## src/rtl/serial_tc_pkg.sv

```systemverilog
// Shared definitions for the bit-serial two's-complement sequencer and its cell.
package serial_tc_pkg;

    typedef enum logic [1:0] {
        S_IDLE  = 2'd0,
        S_SHIFT = 2'd1,
        S_DONE  = 2'd2
    } state_t;

endpackage

```

## src/rtl/serial_tc_cell.sv

```systemverilog
// Mealy two's-complement cell: passes bits through until the first 1 has gone by,
// then inverts every later bit.
module serial_tc_cell (
    input  logic clk,
    input  logic rstn,
    input  logic clr,
    input  logic en,
    input  logic x_in,
    output logic y_out
);

    logic seen_q;
    logic seen_d;

    always_comb begin
        seen_d = seen_q;
        if (clr) begin
            seen_d = 1'b0;
        end else if (en) begin
            seen_d = seen_q | x_in;
        end
    end

    always_ff @(posedge clk) begin
        if (!rstn) begin
            seen_q <= 1'b0;
        end else begin
            seen_q <= seen_d;
        end
    end

    assign y_out = seen_q ? ~x_in : x_in;

endmodule

```

## src/rtl/serial_twos_comp_ctrl.sv

```systemverilog
// Sequencer: accepts a parallel word, streams it LSB-first through serial_tc_cell,
// reassembles the result and pulses done for one cycle.
module serial_twos_comp_ctrl
    import serial_tc_pkg::*;
#(
    parameter int WIDTH = 8
) (
    input  logic             clk,
    input  logic             rstn,
    input  logic             start,
    input  logic [WIDTH-1:0] din,
    output logic             busy,
    output logic             done,
    output logic [WIDTH-1:0] dout,
    output logic             overflow,
    output logic [1:0]       state_dbg
);

    localparam int CNT_W = $clog2(WIDTH);
    localparam logic [CNT_W-1:0] CNT_LAST = CNT_W'(WIDTH - 1);
    localparam logic [WIDTH-1:0] MOST_NEG = {1'b1, {(WIDTH-1){1'b0}}};

    state_t           state_q, state_d;
    logic [WIDTH-1:0] sr_q, sr_d;
    logic [WIDTH-1:0] res_q, res_d;
    logic [WIDTH-1:0] op_q, op_d;
    logic [WIDTH-1:0] dout_q, dout_d;
    logic             ovf_q, ovf_d;
    logic [CNT_W-1:0] cnt_q, cnt_d;
    logic             cell_clr;
    logic             cell_en;
    logic             cell_y;

    serial_tc_cell u_cell (
        .clk   (clk),
        .rstn  (rstn),
        .clr   (cell_clr),
        .en    (cell_en),
        .x_in  (sr_q[0]),
        .y_out (cell_y)
    );

    // Handshake: start is a level request sampled only in IDLE; while busy it is
    // ignored (not queued). done is a single-cycle pulse in DONE; dout/overflow
    // change only on the edge entering DONE and hold until the next one.
    always_comb begin
        state_d  = state_q;
        sr_d     = sr_q;
        res_d    = res_q;
        op_d     = op_q;
        dout_d   = dout_q;
        ovf_d    = ovf_q;
        cnt_d    = cnt_q;
        cell_clr = 1'b0;
        cell_en  = 1'b0;
        case (state_q)
            S_IDLE: begin
                if (start) begin
                    sr_d     = din;
                    op_d     = din;
                    res_d    = '0;
                    cnt_d    = '0;
                    cell_clr = 1'b1;
                    state_d  = S_SHIFT;
                end
            end
            S_SHIFT: begin
                cell_en = 1'b1;
                res_d   = {cell_y, res_q[WIDTH-1:1]};
                sr_d    = sr_q >> 1;
                cnt_d   = cnt_q + CNT_W'(1);
                if (cnt_q == CNT_LAST) begin
                    dout_d  = {cell_y, res_q[WIDTH-1:1]};
                    ovf_d   = (op_q == MOST_NEG);
                    state_d = S_DONE;
                end
            end
            S_DONE: begin
                state_d = S_IDLE;
            end
            default: begin
                state_d = S_IDLE;
            end
        endcase
    end

    always_ff @(posedge clk) begin
        if (!rstn) begin
            state_q <= S_IDLE;
            sr_q    <= '0;
            res_q   <= '0;
            op_q    <= '0;
            dout_q  <= '0;
            ovf_q   <= 1'b0;
            cnt_q   <= '0;
        end else begin
            state_q <= state_d;
            sr_q    <= sr_d;
            res_q   <= res_d;
            op_q    <= op_d;
            dout_q  <= dout_d;
            ovf_q   <= ovf_d;
            cnt_q   <= cnt_d;
        end
    end

    assign busy      = (state_q != S_IDLE);
    assign done      = (state_q == S_DONE);
    assign dout      = dout_q;
    assign overflow  = ovf_q;
    assign state_dbg = state_q;

endmodule
```

## config.mk

```make
export PLATFORM = sky130hd
export DESIGN_NAME = serial_twos_comp_ctrl
export DESIGN_NICKNAME = d
export VERILOG_FILES = /design/src/rtl/serial_tc_pkg.sv /design/src/rtl/serial_tc_cell.sv /design/src/rtl/serial_twos_comp_ctrl.sv
export SDC_FILE = /design/constraint.sdc
export NUM_CORES = 1
export LEC_CHECK = 0
export CAP_MARGIN = 20
export CORE_ASPECT_RATIO = 0.75
export CORE_UTILIZATION = 50
export DETAILED_ROUTE_END_ITERATION = 6
export PLACE_DENSITY = 0.71
export SLEW_MARGIN = 15
export SYNTH_ARGS = -nofsm -noshare
export SYNTH_HDL_FRONTEND = slang
export SYNTH_SLANG_ARGS = --single-unit
```

## constraint.sdc

```tcl
create_clock -name clk -period 4 [get_ports clk]
set_input_delay 0.8 -clock clk [delete_from_list [all_inputs] [get_ports clk]]
set_output_delay 0.8 -clock clk [all_outputs]
set_load 0.1 [all_outputs]
```

==> results of run 1 <==
==> area by class of cell <==
type	count	area, um^2
fill	256	1120
sequential	38	761
multi-input combinational	121	739
timing repair buffer	25	245
clock buffer	7	76.3
tap	38	47.5
inverter	2	7.51
==> sequential cells by signal, summed over array words and instances, names as in the netlist <==
signal         flops
u_cell.seen_q      1
res_q              7
cnt_q              3
sr_q               8
op_q               8
dout               8
state_dbg          2
overflow           1
==> power groups by stage <==
| stage | Sequential [mW] | Combinational (mW) | Clock [mW] |
|---|---|---|---|
| 2_1_floorplan | 0.416 | 0.0679 | 0 |
| 3_3_place_gp | 0.412 | 0.0882 | 0 |
| 3_5_place_dp | 0.413 | 0.0908 | 0 |
| 4_1_cts | 0.405 | 0.0917 | 0.249 |
| 5_1_grt | 0.406 | 0.0999 | 0.265 |
| 6_report | 0.405 | 0.0909 | 0.244 |
==> per-stage QoR <==
| stage | cells | area [um^2] | hold slack (ps) |
|---|---|---|---|
| 2_1_floorplan | 174 | 1600 | 439 |
| 4_1_cts | 231 | 1880 | 464 |
| 3_3_place_gp | 224 | 1800 | 454 |
| 5_1_grt | 231 | 1880 | 483 |
| 3_5_place_dp | 224 | 1800 | 455 |
| 6_report | 231 | 1880 | 460 |
==> tightest hold or removal path, cell delays in order, from the launching register on <==
cell      delay (ps)
dfxtp_1          310
nand2_1           40
a21boi_0          60
==> path summary, 6_finish.rpt <==
| check | depth (start not counted) | slack (ps) | from | to |
|---|---|---|---|---|
| worst min-delay path | 2 | 460 | op_q[3] | op_q[3] |
| worst min register to register | 2 | 460 | op_q[3] | op_q[3] |
| worst max-delay path | 2 | 1150 | state_dbg[0] | busy |
| worst max register to register | 5 | 2160 | cnt_q[0] | overflow |
==> cells by family (layout without fill, tap and decap cells) <==
logic type | after synthesis | count (layout) | synth area share (%)
simple gates | 79 | 79 | 22.8
compound gates | 39 | 39 | 21.0
flops | 38 | 38 | 47.6
buf+inv | 15 | 34 | 6.18
fa+ha+maj | 3 | 3 | 2.35
==> Yosys cell counts (all sizes together) <==
cell,n
a31oi,1
nor2,13
a211oi,1
inv,2
dfxtp,38
or2,1
and3,2
clkbuf,4
nor3b,1
nand2,35
nand3,18
nor4b,1
o221ai,7
nor4,1
nand2b,1
ha,3
a31o,1
nor2b,2
o21ai,2
nand3b,2
and2,1
buf,9
or3b,1
a21boi,26
o21ba,1
==> routing by layer <==
| layer | vias up | part of all wire, % |
|---|---|---|
| met5 | - | 0 |
| met4 | 0 | 2.4 |
| met3 | 7 | 5.2 |
| met2 | 32 | 44 |
| met1 | 583 | 49 |
| li1 | 633 | - |
==> qor.yml, run 1 <==
crit_required_ps: 3200
p_total_mw: 0.739
wl_mm: 3.03
coreArea_um2: 3000
ctsResizeCount: 0
fin_util_pct: 62.6
overflow: 0
tns_ps: 0
finalCriticalPeriod_ps: 2850
syn_nets: 188
hold_violations: 0
setup_ws_ps: 1150
status: "complete, no violations"
clkTransAtPathRegs_ps: 70
rsz0062_at_grt: "false"
drtIter0Drc: 80
final_common_cell: "dfxtp_1"
postCtsSetupBuffers: 0
avgSynthCellArea_um2: 9.19
cts.sinks: 38
intPower_mw: 0.549
synthesis.area_um2: 1600
start_util_pct: 53.3
finalSetupViolations: 0
clockBufferDepth: 2
place_congestion: 0.704
yosysSeqAreaShare_pct: 47.6
dieHeight_um: 51.0
slew_viol_final: 0
portBuffers: 23
synth_cells: 174
cts_buffers: 5
grt_pass1_vias: 1128
power.switching_mw: 0.190
nets: 207
grt_use_met3_pct: 6.25
hpwlAfterDp_mm: 2.05
maxSlewHeadroom_pct: 32.3
antenna_found_initial: 0
layout_worst_path_cycle_share_pct: 71.3
grt.met2_usage_pct: 32.7
post-route-drc-count: 0
max_clock_freq_mhz: 351
fp.dieW_um: 67.3
die_area_um2: 3430
clk_latency_ps: 290
synth_warnings: 0
crit_type: "flop to output port"
synth.top_cells.by_area: "dfxtp_1 48%, a21boi_0 12%, nand2_1 8.2%"
dp_slack_ps: 1330
critPathArrivalTime_ps: 2050
path_max_fanout: 9
peakVddDrop_uv: 211
ys_seq_elements: 38
p_comb_share_pct: 12.3
power_density_nw_per_um2: 394
worst_path_max_delay_cell: "clkdlybuf4s50_1"
crit_family: "buffers and inverters"
cts_tree: "yes"
vias: 1255
drt-pass1-iter-count: 4
grt_usage_pct: 20.4
antennaDiodeCount: 0
grt_max_degree: 29
synth_cell_types: 29
met1_usage_pct: 24.4
vias_per_cell: 5.43
critical_path.cell_chain: "or2_2, clkdlybuf4s50_1"
endpoint_kind: "output port"
max-cap-violations: 0
ctsHoldBuffers: 0
drt.antenna.violating_nets: 0
p_clk_share_pct: 33.0
synth_top_cell_area_share_pct: 47.6
grt_pass1_wl_mm: 5.02
p_leak_nw: 0.657
clock_skew_ps: 7.92
drive_gt1_share_pct: 8.81
synth_area_leader_cell: "dfxtp_1"
rows: 17
p_seq_share_pct: 54.7
critPathMaxStageDelay_ps: 1120
path_buf_inv: 1
crit_path_start_kind: "flop"
layout_common_cells: "38 x dfxtp_1, 35 x nand2_1, 26 x a21boi_0"
swShare_pct: 25.7
worst_hold_path_type: "flop to flop"
syn2layout_area_growth_pct: 17.4
tightest_slew_ps: 1020
busiest_layer: "met2"
root_buffer: "clkbuf_8"
htree_levels: 2
detail_route.wl_per_cell_um: 13.1
io_pins: 24
Power figures use the tool's default switching activity.
==> run 2: changes to the inputs <==
- clock period: 4 -> 2.8 ns (I/O delays scaled with it)
==> run 2 against run 1 <==
Sequential share of layout area is 0.33 points higher. Critical path type is now flop to flop. Cell count increased by 0.87%. First-iteration DRC count decreased by 3.8%. Design area fell by 0.80%. Critical path depth is 3 higher. Flip-flop and latch count did not move. Clock skew down 4.2 ps. Via count rose by 1.4%. Clock-buffer cell count stayed put. Die area unchanged.
==> qor.yml, run 2 (synthesis gave the netlist of run 1 again) <==
status: "complete, no violations"
drt.antenna.violating_nets: 0  # unchanged
htree_levels: 2  # unchanged
path_max_fanout: 11  # +2
post-route-drc-count: 0  # unchanged
crit_path_start_kind: "flop"
portBuffers: 23  # unchanged
grt_use_met3_pct: 7.37  # +1.1 points
grt_pass1_wl_mm: 5.24  # +4.4%
clkTransAtPathRegs_ps: 70  # about the same
grt.met2_usage_pct: 32.8  # +0.17 points
detail_route.wl_per_cell_um: 13.4  # +2.1%
fp.dieW_um: 67.3  # unchanged
busiest_layer: "met2"
cts_tree: "yes"
hold_depth: 2  # unchanged
critPathArrivalTime_ps: 2020  # -30 ps
drt-pass1-iter-count: 4  # unchanged
grt_pass1_vias: 1152  # +2.1%
nets: 209  # +0.97%
clock_skew_ps: 3.70  # -4.23 ps
place_congestion: 0.730  # +3.7%
layout_common_cells: "38 x dfxtp_1, 35 x nand2_1, 26 x a21boi_0"
start_util_pct: 53.3  # unchanged
grt_usage_pct: 20.8  # +0.34 points
max-cap-violations: 0  # unchanged
tightest_slew_ps: 876  # -140 ps
clockBufferDepth: 2  # unchanged
power_density_nw_per_um2: 567  # +44%
met1_usage_pct: 26.2  # +1.8 points
endpoint_kind: "flop"
slew_viol_final: 0  # unchanged
wl_mm: 3.12  # +3.0%
overflow: 0  # unchanged
finalCriticalPeriod_ps: 1840
syn2layout_area_growth_pct: 16.4
clk_latency_ps: 280  # about the same
root_buffer: "clkbuf_8"
tns_ps: 0  # unchanged
ctsHoldBuffers: 0  # unchanged
io_pins: 24  # unchanged
layout_worst_path_cycle_share_pct: 65.9
antennaDiodeCount: 0  # unchanged
worst_hold_path_type: "flop to flop"
peakVddDrop_uv: 378  # +79%
rows: 17  # unchanged
rsz0062_at_grt: "false"
cts_buffers: 5  # unchanged
ctsResizeCount: 0  # unchanged
finalSetupViolations: 0  # unchanged
r2r_cells: 5  # unchanged
die_area_um2: 3430  # unchanged
hpwlAfterDp_mm: 2.14  # +4.7%
setup_ws_ps: 956  # -193 ps
max_clock_freq_mhz: 542
coreArea_um2: 3000  # unchanged
grt_max_degree: 29  # unchanged
antenna_found_initial: 0  # unchanged
crit_type: "flop to flop"
crit_required_ps: 2980  # -220 ps
hold_violations: 0  # unchanged
vias: 1273  # +1.4%
postCtsSetupBuffers: 0  # unchanged
cts.sinks: 38  # unchanged
dp_slack_ps: 704  # -622 ps
drive_gt1_share_pct: 16.9  # +8.1 points
p_total_mw: 1.06  # +43%
drtIter0Drc: 77  # -3.8%
final_common_cell: "dfxtp_1"
p_leak_nw: 0.692  # +5.3%
dieHeight_um: 51.0  # unchanged
maxSlewHeadroom_pct: 41.6  # +9.3 points
vias_per_cell: 5.46  # +0.56%
-- run 2: cell count changes in the layout (fill, tap and decap cells not counted) --
cell,before,now
clkdlybuf4s50_1,23,10
nor2b_2,0,1
buf_4,2,17
nor2b_1,2,1
-- run 2: cell type report --
cell class	count	area, um^2
fill	278	1140
tap	38	47.5
timing repair buffer	27	228
sequential	38	761
multi-input combinational	121	742
inverter	2	7.51
clock buffer	7	76.3
-- run 2: power breakdown --
part / internal, mW / switching (mW) / total [mW]
sequential: 0.563 / 0.0153 / 0.579
clock: 0.171 / 0.174 / 0.346
combinational: 0.0513 / 0.0803 / 0.132
total: 0.786 / 0.270 / 1.06
-- run 2: worst paths after layout --
kind	startpoint	end	slack (ps)
min	dout[3]	dout[3]	460
min reg2reg	dout[3]	dout[3]	460
max	cnt_q[0]	overflow	960
max reg2reg	cnt_q[0]	overflow	960
-- run 2: routing by layer --
metal | wire, um | up-vias
met5 | 0 | -
met4 | 10 | 0
met3 | 143 | 2
met2 | 1450 | 24
met1 | 1520 | 609
li1 | - | 638
-- run 2: per-stage QoR --
stage	hold WS [ps]	utilization, %	cells	cell area, um^2
2_1_floorplan	439	-	174	1600
4_1_cts	466	62.1	233	1860
6_report	462	62.1	233	1860
3_3_place_gp	452	59.5	226	1790
5_1_grt	478	62.1	233	1860
3_5_place_dp	457	59.5	226	1790
-- run 2: worst max-delay path, cell delays in order (launching register included) --
cell	delay, ps
dfxtp_1	360
ha_1	160
ha_1	390
nand3b_1	350
and3_1	300
a31o_2	200
